**src/rtl/bicubic_tap_mac_if.sv**
```systemverilog
// Valid/ready bus between the bicubic weight stage, the tap MAC and the output buffer.
// Also carries the frame_start pulse and the clamp statistics.
interface bicubic_tap_mac_if #(
    parameter int PIX_W  = 8,
    parameter int COEF_W = 17
);
    logic              in_valid;
    logic              in_ready;
    logic [PIX_W-1:0]  p0;
    logic [PIX_W-1:0]  p1;
    logic [PIX_W-1:0]  p2;
    logic [PIX_W-1:0]  p3;
    logic [COEF_W-1:0] w0;
    logic [COEF_W-1:0] w1;
    logic [COEF_W-1:0] w2;
    logic [COEF_W-1:0] w3;
    logic              in_last;
    logic              out_valid;
    logic              out_ready;
    logic [PIX_W-1:0]  out_pix;
    logic              out_last;
    logic              frame_start;
    logic [15:0]       sat_cnt;

    // Upstream producer / downstream consumer side
    modport master (
        output in_valid, p0, p1, p2, p3, w0, w1, w2, w3, in_last,
        output out_ready, frame_start,
        input  in_ready, out_valid, out_pix, out_last, sat_cnt
    );

    // Tap MAC side
    modport slave (
        input  in_valid, p0, p1, p2, p3, w0, w1, w2, w3, in_last,
        input  out_ready, frame_start,
        output in_ready, out_valid, out_pix, out_last, sat_cnt
    );
endinterface

```
**src/rtl/bicubic_tap_mac.sv**
```systemverilog
// Bicubic tap multiply-accumulate: inner taps added, outer taps subtracted,
// rounded, shifted down by FRAC and clamped to the pixel range.
// Four-stage pipeline with a global stall when the output is held.
// Optional clamp-event counter enabled by defining BICUBIC_SAT_CNT_EN.
module bicubic_tap_mac #(
    parameter int PIX_W  = 8,
    parameter int COEF_W = 17,
    parameter int FRAC   = 16
) (
    input logic              clk,
    input logic              rst,
    bicubic_tap_mac_if.slave bus
);
    localparam int PW   = PIX_W + COEF_W;  // product width
    localparam int SUMW = PW + 1;          // pos/neg sum width
    localparam int DW   = SUMW + 1;        // signed difference width
    localparam int SW   = DW + 1;          // rounded sum width

    localparam logic signed [SW-1:0] RND     = {{(SW-FRAC){1'b0}}, 1'b1, {(FRAC-1){1'b0}}};
    localparam logic signed [SW-1:0] PIX_MAX = {{(SW-PIX_W){1'b0}}, {PIX_W{1'b1}}};

    logic                     w_en;
    logic [PIX_W-1:0]         w_p    [4];
    logic [COEF_W-1:0]        w_w    [4];
    logic [PW-1:0]            w_prod [4];

    logic                     r_s1_v;
    logic                     r_s1_last;
    logic [PW-1:0]            r_prod [4];

    logic                     r_s2_v;
    logic                     r_s2_last;
    logic [SUMW-1:0]          r_pos;
    logic [SUMW-1:0]          r_neg;

    logic                     r_s3_v;
    logic                     r_s3_last;
    logic signed [SW-1:0]     r_s;

    logic signed [DW-1:0]     w_diff;
    logic signed [SW-1:0]     w_s;
    logic signed [SW-1:0]     w_v;
    logic [PIX_W-1:0]         w_pix;

    logic                     r_out_valid;
    logic                     r_out_last;
    logic [PIX_W-1:0]         r_out_pix;

    // The whole pipeline advances unless the output beat is being held
    assign w_en         = !(r_out_valid && !bus.out_ready);
    assign bus.in_ready = w_en;

    assign w_p[0] = bus.p0;
    assign w_p[1] = bus.p1;
    assign w_p[2] = bus.p2;
    assign w_p[3] = bus.p3;
    assign w_w[0] = bus.w0;
    assign w_w[1] = bus.w1;
    assign w_w[2] = bus.w2;
    assign w_w[3] = bus.w3;

    // Full-width unsigned tap products
    always_comb begin
        for (int unsigned k = 0; k < 4; k++) begin
            w_prod[k] = {{COEF_W{1'b0}}, w_p[k]} * {{PIX_W{1'b0}}, w_w[k]};
        end
    end

    // Stage 1: register products; data only loads on an accepted beat
    always_ff @(posedge clk or posedge rst) begin
        if (rst) begin
            r_s1_v    <= 1'b0;
            r_s1_last <= 1'b0;
            for (int unsigned k = 0; k < 4; k++) begin
                r_prod[k] <= '0;
            end
        end else if (w_en) begin
            r_s1_v <= bus.in_valid;
            if (bus.in_valid) begin
                r_s1_last <= bus.in_last;
                for (int unsigned k = 0; k < 4; k++) begin
                    r_prod[k] <= w_prod[k];
                end
            end
        end
    end

    // Stage 2: split into positive (inner) and negative (outer) sums
    always_ff @(posedge clk or posedge rst) begin
        if (rst) begin
            r_s2_v    <= 1'b0;
            r_s2_last <= 1'b0;
            r_pos     <= '0;
            r_neg     <= '0;
        end else if (w_en) begin
            r_s2_v    <= r_s1_v;
            r_s2_last <= r_s1_last;
            r_pos     <= {1'b0, r_prod[1]} + {1'b0, r_prod[2]};
            r_neg     <= {1'b0, r_prod[0]} + {1'b0, r_prod[3]};
        end
    end

    // Signed difference plus half-LSB rounding constant
    always_comb begin
        w_diff = $signed({1'b0, r_pos}) - $signed({1'b0, r_neg});
        w_s    = {w_diff[DW-1], w_diff} + RND;
    end

    // Stage 3: register the rounded signed sum
    always_ff @(posedge clk or posedge rst) begin
        if (rst) begin
            r_s3_v    <= 1'b0;
            r_s3_last <= 1'b0;
            r_s       <= '0;
        end else if (w_en) begin
            r_s3_v    <= r_s2_v;
            r_s3_last <= r_s2_last;
            r_s       <= w_s;
        end
    end

    // Drop fraction bits and clamp to the pixel range
    always_comb begin
        w_v = r_s >>> FRAC;
        if (w_v[SW-1]) begin
            w_pix = '0;
        end else if (w_v > PIX_MAX) begin
            w_pix = '1;
        end else begin
            w_pix = w_v[PIX_W-1:0];
        end
    end

    // Stage 4: output register, held while downstream stalls
    always_ff @(posedge clk or posedge rst) begin
        if (rst) begin
            r_out_valid <= 1'b0;
            r_out_last  <= 1'b0;
            r_out_pix   <= '0;
        end else if (w_en) begin
            r_out_valid <= r_s3_v;
            if (r_s3_v) begin
                r_out_last <= r_s3_last;
                r_out_pix  <= w_pix;
            end
        end
    end

    assign bus.out_valid = r_out_valid;
    assign bus.out_last  = r_out_last;
    assign bus.out_pix   = r_out_pix;

`ifdef BICUBIC_SAT_CNT_EN
    logic        w_clamp;
    logic        r_out_clamp;
    logic [15:0] r_sat_cnt;

    assign w_clamp = w_v[SW-1] || (w_v > PIX_MAX);

    // Clamp flag travels with the beat in the output register
    always_ff @(posedge clk or posedge rst) begin
        if (rst) begin
            r_out_clamp <= 1'b0;
        end else if (w_en && r_s3_v) begin
            r_out_clamp <= w_clamp;
        end
    end

    // Saturating count of clamped output handshakes; frame_start wins
    always_ff @(posedge clk or posedge rst) begin
        if (rst) begin
            r_sat_cnt <= '0;
        end else if (bus.frame_start) begin
            r_sat_cnt <= '0;
        end else if (r_out_valid && bus.out_ready && r_out_clamp && (r_sat_cnt != '1)) begin
            r_sat_cnt <= r_sat_cnt + 16'd1;
        end
    end

    assign bus.sat_cnt = r_sat_cnt;
`else
    assign bus.sat_cnt = '0;
`endif

endmodule

```
**src/flat_wrapper.sv**
```systemverilog
// flat-port wrapper written by rule: the top's interface ports become plain ports
module bicubic_tap_mac_flat 
#(
    parameter int PIX_W  = 8,
    parameter int COEF_W = 17,
    parameter int FRAC   = 16
)
  (clk, rst, bus_in_valid, bus_p0, bus_p1, bus_p2, bus_p3, bus_w0, bus_w1, bus_w2, bus_w3, bus_in_last, bus_out_ready, bus_frame_start, bus_in_ready, bus_out_valid, bus_out_pix, bus_out_last, bus_sat_cnt);
  bicubic_tap_mac_if #(.PIX_W(PIX_W), .COEF_W(COEF_W)) bus_i ();
  input logic clk;
  input logic rst;
  input wire logic [$bits(bus_i.in_valid)-1:0] bus_in_valid;
  input wire logic [$bits(bus_i.p0)-1:0] bus_p0;
  input wire logic [$bits(bus_i.p1)-1:0] bus_p1;
  input wire logic [$bits(bus_i.p2)-1:0] bus_p2;
  input wire logic [$bits(bus_i.p3)-1:0] bus_p3;
  input wire logic [$bits(bus_i.w0)-1:0] bus_w0;
  input wire logic [$bits(bus_i.w1)-1:0] bus_w1;
  input wire logic [$bits(bus_i.w2)-1:0] bus_w2;
  input wire logic [$bits(bus_i.w3)-1:0] bus_w3;
  input wire logic [$bits(bus_i.in_last)-1:0] bus_in_last;
  input wire logic [$bits(bus_i.out_ready)-1:0] bus_out_ready;
  input wire logic [$bits(bus_i.frame_start)-1:0] bus_frame_start;
  output wire logic [$bits(bus_i.in_ready)-1:0] bus_in_ready;
  output wire logic [$bits(bus_i.out_valid)-1:0] bus_out_valid;
  output wire logic [$bits(bus_i.out_pix)-1:0] bus_out_pix;
  output wire logic [$bits(bus_i.out_last)-1:0] bus_out_last;
  output wire logic [$bits(bus_i.sat_cnt)-1:0] bus_sat_cnt;
  assign bus_i.in_valid = bus_in_valid;
  assign bus_i.p0 = bus_p0;
  assign bus_i.p1 = bus_p1;
  assign bus_i.p2 = bus_p2;
  assign bus_i.p3 = bus_p3;
  assign bus_i.w0 = bus_w0;
  assign bus_i.w1 = bus_w1;
  assign bus_i.w2 = bus_w2;
  assign bus_i.w3 = bus_w3;
  assign bus_i.in_last = bus_in_last;
  assign bus_i.out_ready = bus_out_ready;
  assign bus_i.frame_start = bus_frame_start;
  assign bus_in_ready = bus_i.in_ready;
  assign bus_out_valid = bus_i.out_valid;
  assign bus_out_pix = bus_i.out_pix;
  assign bus_out_last = bus_i.out_last;
  assign bus_sat_cnt = bus_i.sat_cnt;
  bicubic_tap_mac #(.PIX_W(PIX_W), .COEF_W(COEF_W), .FRAC(FRAC)) u_core (.clk(clk), .rst(rst), .bus(bus_i));
endmodule
```
**config.mk**
```make
export PLATFORM = sky130hd
export DESIGN_NAME = bicubic_tap_mac_flat
export DESIGN_NICKNAME = d
export VERILOG_FILES = /design/src/rtl/bicubic_tap_mac_if.sv /design/src/rtl/bicubic_tap_mac.sv /design/src/flat_wrapper.sv
export SDC_FILE = /design/constraint.sdc
export NUM_CORES = 2
export LEC_CHECK = 0
export ABC_AREA = 1
export BUFFER_PORTS_ARGS = -buffer_cell sky130_fd_sc_hd__buf_2
export CORE_MARGIN = 4
export CORE_UTILIZATION = 65
export DETAILED_ROUTE_END_ITERATION = 10
export PLACE_DENSITY_LB_ADDON = 0.08
export SYNTH_ARGS = -nofsm -noshare
export SYNTH_HDL_FRONTEND = slang
export SYNTH_SLANG_ARGS = --single-unit
```
**constraint.sdc**
```tcl
create_clock -name clk -period 7.4 [get_ports clk]
set_input_delay 0.74 -clock clk [delete_from_list [all_inputs] [get_ports clk]]
set_output_delay 0.74 -clock clk [all_outputs]
set_load 0.005 [all_outputs]
```
## After elaboration in Yosys (flattened, before gate mapping)

Index checks and enable logic that the tools add are counted.

- Register bits: 196
- Output and inout bits: 27
- Logic and storage cells: 33

- $lt $le $gt $ge: 1
- Multiplexer cells: 2
- Add/sub/neg operators: 4
- Bitwise operators: 1
- Reduce and logical (&&, ||, !) cells: 5
- Multipliers: 4

Operators with widths:

| cell | count |
|---|---|
| multiplier 8 x 17 -> 25 bit | 4 |
| adder 25 x 25 -> 26 bit | 2 |
| adder 27 x 17 -> 28 bit, second input constant | 1 |
| subtractor 26 x 26 -> 27 bit | 1 |
| 2-to-1 mux 8 bit | 2 |
| > comparator 12 x 9 -> 1 bit, second input constant | 1 |
| AND reduction 2 bit | 2 |
| logical NOT 1 bit | 2 |
| logical AND 1 bit | 1 |
| inverter 1 bit | 1 |

## Longest topological paths before layout

- Depth after elaboration: 4
- Mapped depth: 25

## Worst setup path before layout

Ideal clock, no wire load.

- Kind: in2reg
- Start: input bus_p3[2]
- End: register u_core.r_prod[20] (netlist bit)
- Setup slack: 2.439 ns
- Stages: 20
- Arrival time: 4.843 ns
- Library setup time: 0.118 ns
- Path through: clkbuf_1 -> clkbuf_1 -> nand2_1 -> fa_1 -> fa_1 -> inv_1 -> fa_1 -> inv_1 -> fa_1 -> inv_1 -> ha_1 -> nand2_1 -> inv_1 -> a21oi_1 -> inv_1 -> a21oi_1 -> o21bai_1 -> or2_2 -> nand3_1 -> nand2_1

- Word-level cells in the longest chain between the ends: 1

RTL lines:

| element | RTL line | text |
|---|---|---|
| start: declaration | flat_wrapper.sv:16 | `input wire logic [$bits(bus_i.p3)-1:0] bus_p3;` |
| multiplier 8 x 17 -> 25 bit | bicubic_tap_mac.sv:65 | `w_prod[k] = {{COEF_W{1'b0}}, w_p[k]} * {{PIX_W{1'b0}}, w_w[k]};` |
| end signal: indexed assignment | bicubic_tap_mac.sv:82 | `r_prod[k] <= w_prod[k];` |
| end: declaration | bicubic_tap_mac.sv:29 | `logic [PW-1:0] r_prod [4];` |

Every way passes these cells.
A chain may end at the register's enable or synchronous reset.

## Worst setup path after layout

- Start: input bus_p2[2]
- End: register u_core.r_prod[49] (netlist bit)

- Word-level cells in the longest chain between the ends: 1

RTL lines:

| element | RTL line | text |
|---|---|---|
| start: declaration | flat_wrapper.sv:15 | `input wire logic [$bits(bus_i.p2)-1:0] bus_p2;` |
| multiplier 8 x 17 -> 25 bit | bicubic_tap_mac.sv:65 |  |

Every way passes these cells.

==> summary.md <==
The run finished with clean final reports. The most used flip-flop cell after synthesis is sky130_fd_sc_hd__dfrtp_1. Number of global-route vias before repair: 25100. The die is 221 µm tall. Adding up every negative setup slack in the final design gives 0 ps. Setup violations remaining at the end of the flow were counted as 0.

After synthesis, flip-flops and latches occupy 15.2% of the total area. For the number of hold violations in the final report, the log shows 0. The startpoint identified for the worst register-to-register timing path is u_core.bus.out_valid$_DFFE_PP0N_. Input and output buffers added on the ports amount to 115. In this run the tightest slew margin relative to its limit is 32.0%.

The top achievable clock speed was 205 MHz. Entering global routing, the biggest net connects 100 pins. The number of warnings printed during yosys synthesis came out at 0.

STA classifies the critical path endpoint as a flop. At the pin with the least slew margin, the transition time is 1020 ps. Depth of the worst register-to-register path: 10. The startpoint of the worst hold path is u_core.r_s[16]$_DFFE_PP0N_. TritonCTS built the clock tree. Setup repair after global routing left no endpoint under its margin. The non-filler instance count after layout was 4809; the leftover overflow at the end of global routing was 0. In this design, the stage delay of the slowest critical-path cell is 550 ps. The dominant combinational cell family by area after synthesis is adder cells. In this design, the critical path's most frequently occurring cell is sky130_fd_sc_hd__nand2_1. The run gives 4927 as the net total in the final layout. The number of I/O pins was 133; the leakage power total was 19.3 nW. First element of the critical path: bus_p2[2]. The number of setup buffers added after CTS is 0. Clock-pin slew was measured on the worst setup and hold paths at 70 ps. STA puts the critical path data arrival time at 5240 ps.

CTS built an H-tree with a depth of 4. The final number of max-transition violations was 0. The congestion estimate from routability-driven global placement came to 0.929. The area of the placeable core was 44600 µm²; the clock net sink count was 180. Synthesis produced 4235 cells. For the total DRC errors in the routed layout, the log shows 0.

The max-capacitance violation count was 0. The post-synthesis cell area was 29600 µm²; the first-iteration detailed-routing DRC count was 1609. The tools report the worst-case clock buffer depth as 2. The count of cells resized by post-cts repair is 0, and the growth of design area from synthesis to finish is 4.38%. The remaining antenna violation count is 0, and the number of vias per cell after detailed routing is 5.20. The post-synthesis average cell area is 6.98 µm², and the maximum vdd drop is 0.310 mV. Register-to-register setup slack: 4000 ps.

The cell with the largest stage delay on the worst path is sky130_fd_sc_hd__fa_1. In this run, post-CTS hold repair placed 0 buffers. The routed design could run at a clock period as short as 4870 ps. The synthesis-stage register bit count came out at 180. The synthesized netlist devotes 1.75% of its cell area to XOR and XNOR gates. In the finished design, the share of the clock period the worst path needs comes to 65.8%.

The die covers 49000 µm². The area share of fa/ha/maj cells after synthesis is 35.3%. The layout cell share with drive strength beyond 1 was 5.34%. In the final routed layout, each cell accounts on average for 14.0 µm. Worst min-delay path class: reg2reg. The first global-routing pass estimated 118000 µm of wire. Along the worst hold path, the cell count comes to 2.

After legalization and detailed placement, the total HPWL measured 55100 µm. Counting tap cells, the placed design contains a total of 4776 instances. The first-pass detailed-route iteration total was 6. The total CTS buffers is 17. The signal on the critical path passes through buf_2 -> nand2_1 -> fa_1 -> fa_1 -> inv_1 -> fa_1 -> inv_1 -> fa_1 -> inv_1 -> ha_1 -> nand2_1 -> nor4_1 -> nand4_1 -> nand3_1 -> nand2_1 -> nand2_1 -> or2_2 -> nand3_1 -> nand2_1.

In this run the core area contains 77 standard-cell rows. The clock latency at the later pin of the worst-skew pair came out at 450 ps. The clock skew after layout was 18.8 ps; the fraction of synthesis flops using an asynchronous set or reset pin was 100%. Measured along the x axis, the die boundary spans 221 µm. Yosys mapped the design onto 46 distinct sky130hd cell types. In this run the worst path has a maximum fanout of 17. In this run the clock root is driven by a sky130_fd_sc_hd__clkbuf_16. Global routing used 28.4% of the available tracks across all layers. Summing the areas of all compound-gate instances in the mapped netlist gives 8.62% of the synthesized area. The initial antenna violation count came out at 0.

Power spread over the standard cell area amounts to 405 nW/µm². Yosys mapped a number of flops with a built-in enable equal to 0. The initial cell density of the core came out at 66.3%.

STA classifies the critical path startpoint as an input port. The tools report the routed wire length as 67200 µm. Kind of critical path: in2reg. Of the post-synthesis cell area, the part taken by muxes is 0%.

The required time of the critical path is 7770 ps, and the post-synthesis share of cell area spent on and, or, nand and nor gates is 22.4%. The via count of the routed design was 25000.
## layout by cell type, fill, tap and decap left out, drive strengths merged, types with 2 or more instances in the layout
cell	netlist	routed
a211oi	2	2
a21boi	7	7
a21o	7	7
a21oi	156	156
a31oi	46	46
and3	3	3
buf	24	120
clkbuf	162	17
clkinv	0	5
conb	1	16
dfrtp	180	180
fa	362	362
ha	256	256
inv	1105	1113
nand2	1221	1221
nand3	117	117
nand3b	5	5
nand4	34	34
nor2	165	165
nor3	31	31
nor4	12	12
o211ai	8	8
o21a	7	7
o21ai	184	184
o21bai	30	30
o22ai	2	2
o31ai	7	7
or2	38	38
xnor2	28	28
xor2	31	31
## metrics by stage
step                setup slack, ps  utilization (%)  cell area (µm²)  hold slack, ps  power, mW
global placement               2240             67.8            30200             444       11.3
floorplan                      1770                -            29600             432       9.09
global route                   2260             69.2            30900             491       14.0
CTS                            2580             69.2            30900             478       12.4
finish                         2530             69.2            30900             475       12.5
detailed placement             2160             67.8            30200             460       11.4
## cells in the mapped netlist (all sizes together), types with 30 or more instances
cell | instances | area, µm²
nand2 | 1221 | 4610
inv | 1105 | 4150
fa | 362 | 7250
ha | 256 | 3200
o21ai | 184 | 921
dfrtp | 180 | 4500
nor2 | 165 | 657
clkbuf | 162 | 614
a21oi | 156 | 781
nand3 | 117 | 606
a31oi | 46 | 288
or2 | 38 | 238
nand4 | 34 | 213
nor3 | 31 | 170
xor2 | 31 | 272
o21bai | 30 | 233
## layout make-up
cell class	instances	area, µm²
timing repair buffer	120	613
clock inverter	15	204
sequential	180	4500
clock buffer	17	425
fill	4032	13700
multi-input combinational	2779	20200
inverter	1105	4150
antenna	1	2.50
tap	592	741
## worst max-delay path: cells and delay by family
family / cells / cell delay [ps]
adder cells (fa/ha/maj): 5 / 2400
buffers and inverters: 4 / 460
AND/OR/NAND/NOR: 10 / 1630
## routing by layer
metal | vias up | part of all wire [%] | GRT usage (%)
met5 | - | 0 | 0
met1 | 11800 | 45 | 40.7
met4 | 0 | 1.7 | 5.66
li1 | 12500 | - | -
met3 | 85 | 6.1 | 2.94
met2 | 667 | 47 | 47.6
## report_power, final
part	total, mW	internal, mW	switching (mW)	leakage [nW]
registers	1.86	1.50	0.362	2.17
logic	9.67	3.53	6.14	16.8
clock network	0.962	0.495	0.467	0.302
total	12.5	5.52	6.97	19.3
## cells by family after synthesis
group / after synthesis
other cells: 1
flops: 180
fa+ha+maj: 618
compound gates: 459
simple gates: 1627
buf+inv: 1291
xor+xnor: 59
## final timing paths
check / end
min in group asynchronous: u_core.r_prod[76]$_DFFE_PP0P_
max in group asynchronous: u_core.r_pos[9]$_DFFE_PP0N_
worst max-delay path: u_core.r_prod[49]$_DFFE_PP0P_
worst min register to register: u_core.r_s[16]$_DFFE_PP0N_
worst max register to register: u_core.r_prod[49]$_DFFE_PP0P_
worst min-delay path: u_core.r_s[16]$_DFFE_PP0N_
## state kept, by name (all words and copies together), names as in the netlist, 8 cells and up
name                count
u_core.bus.out_pix      8
u_core.r_neg           26
u_core.r_pos           26
u_core.r_prod         100
u_core.r_s             12
Power figures use the tool's default switching activity.
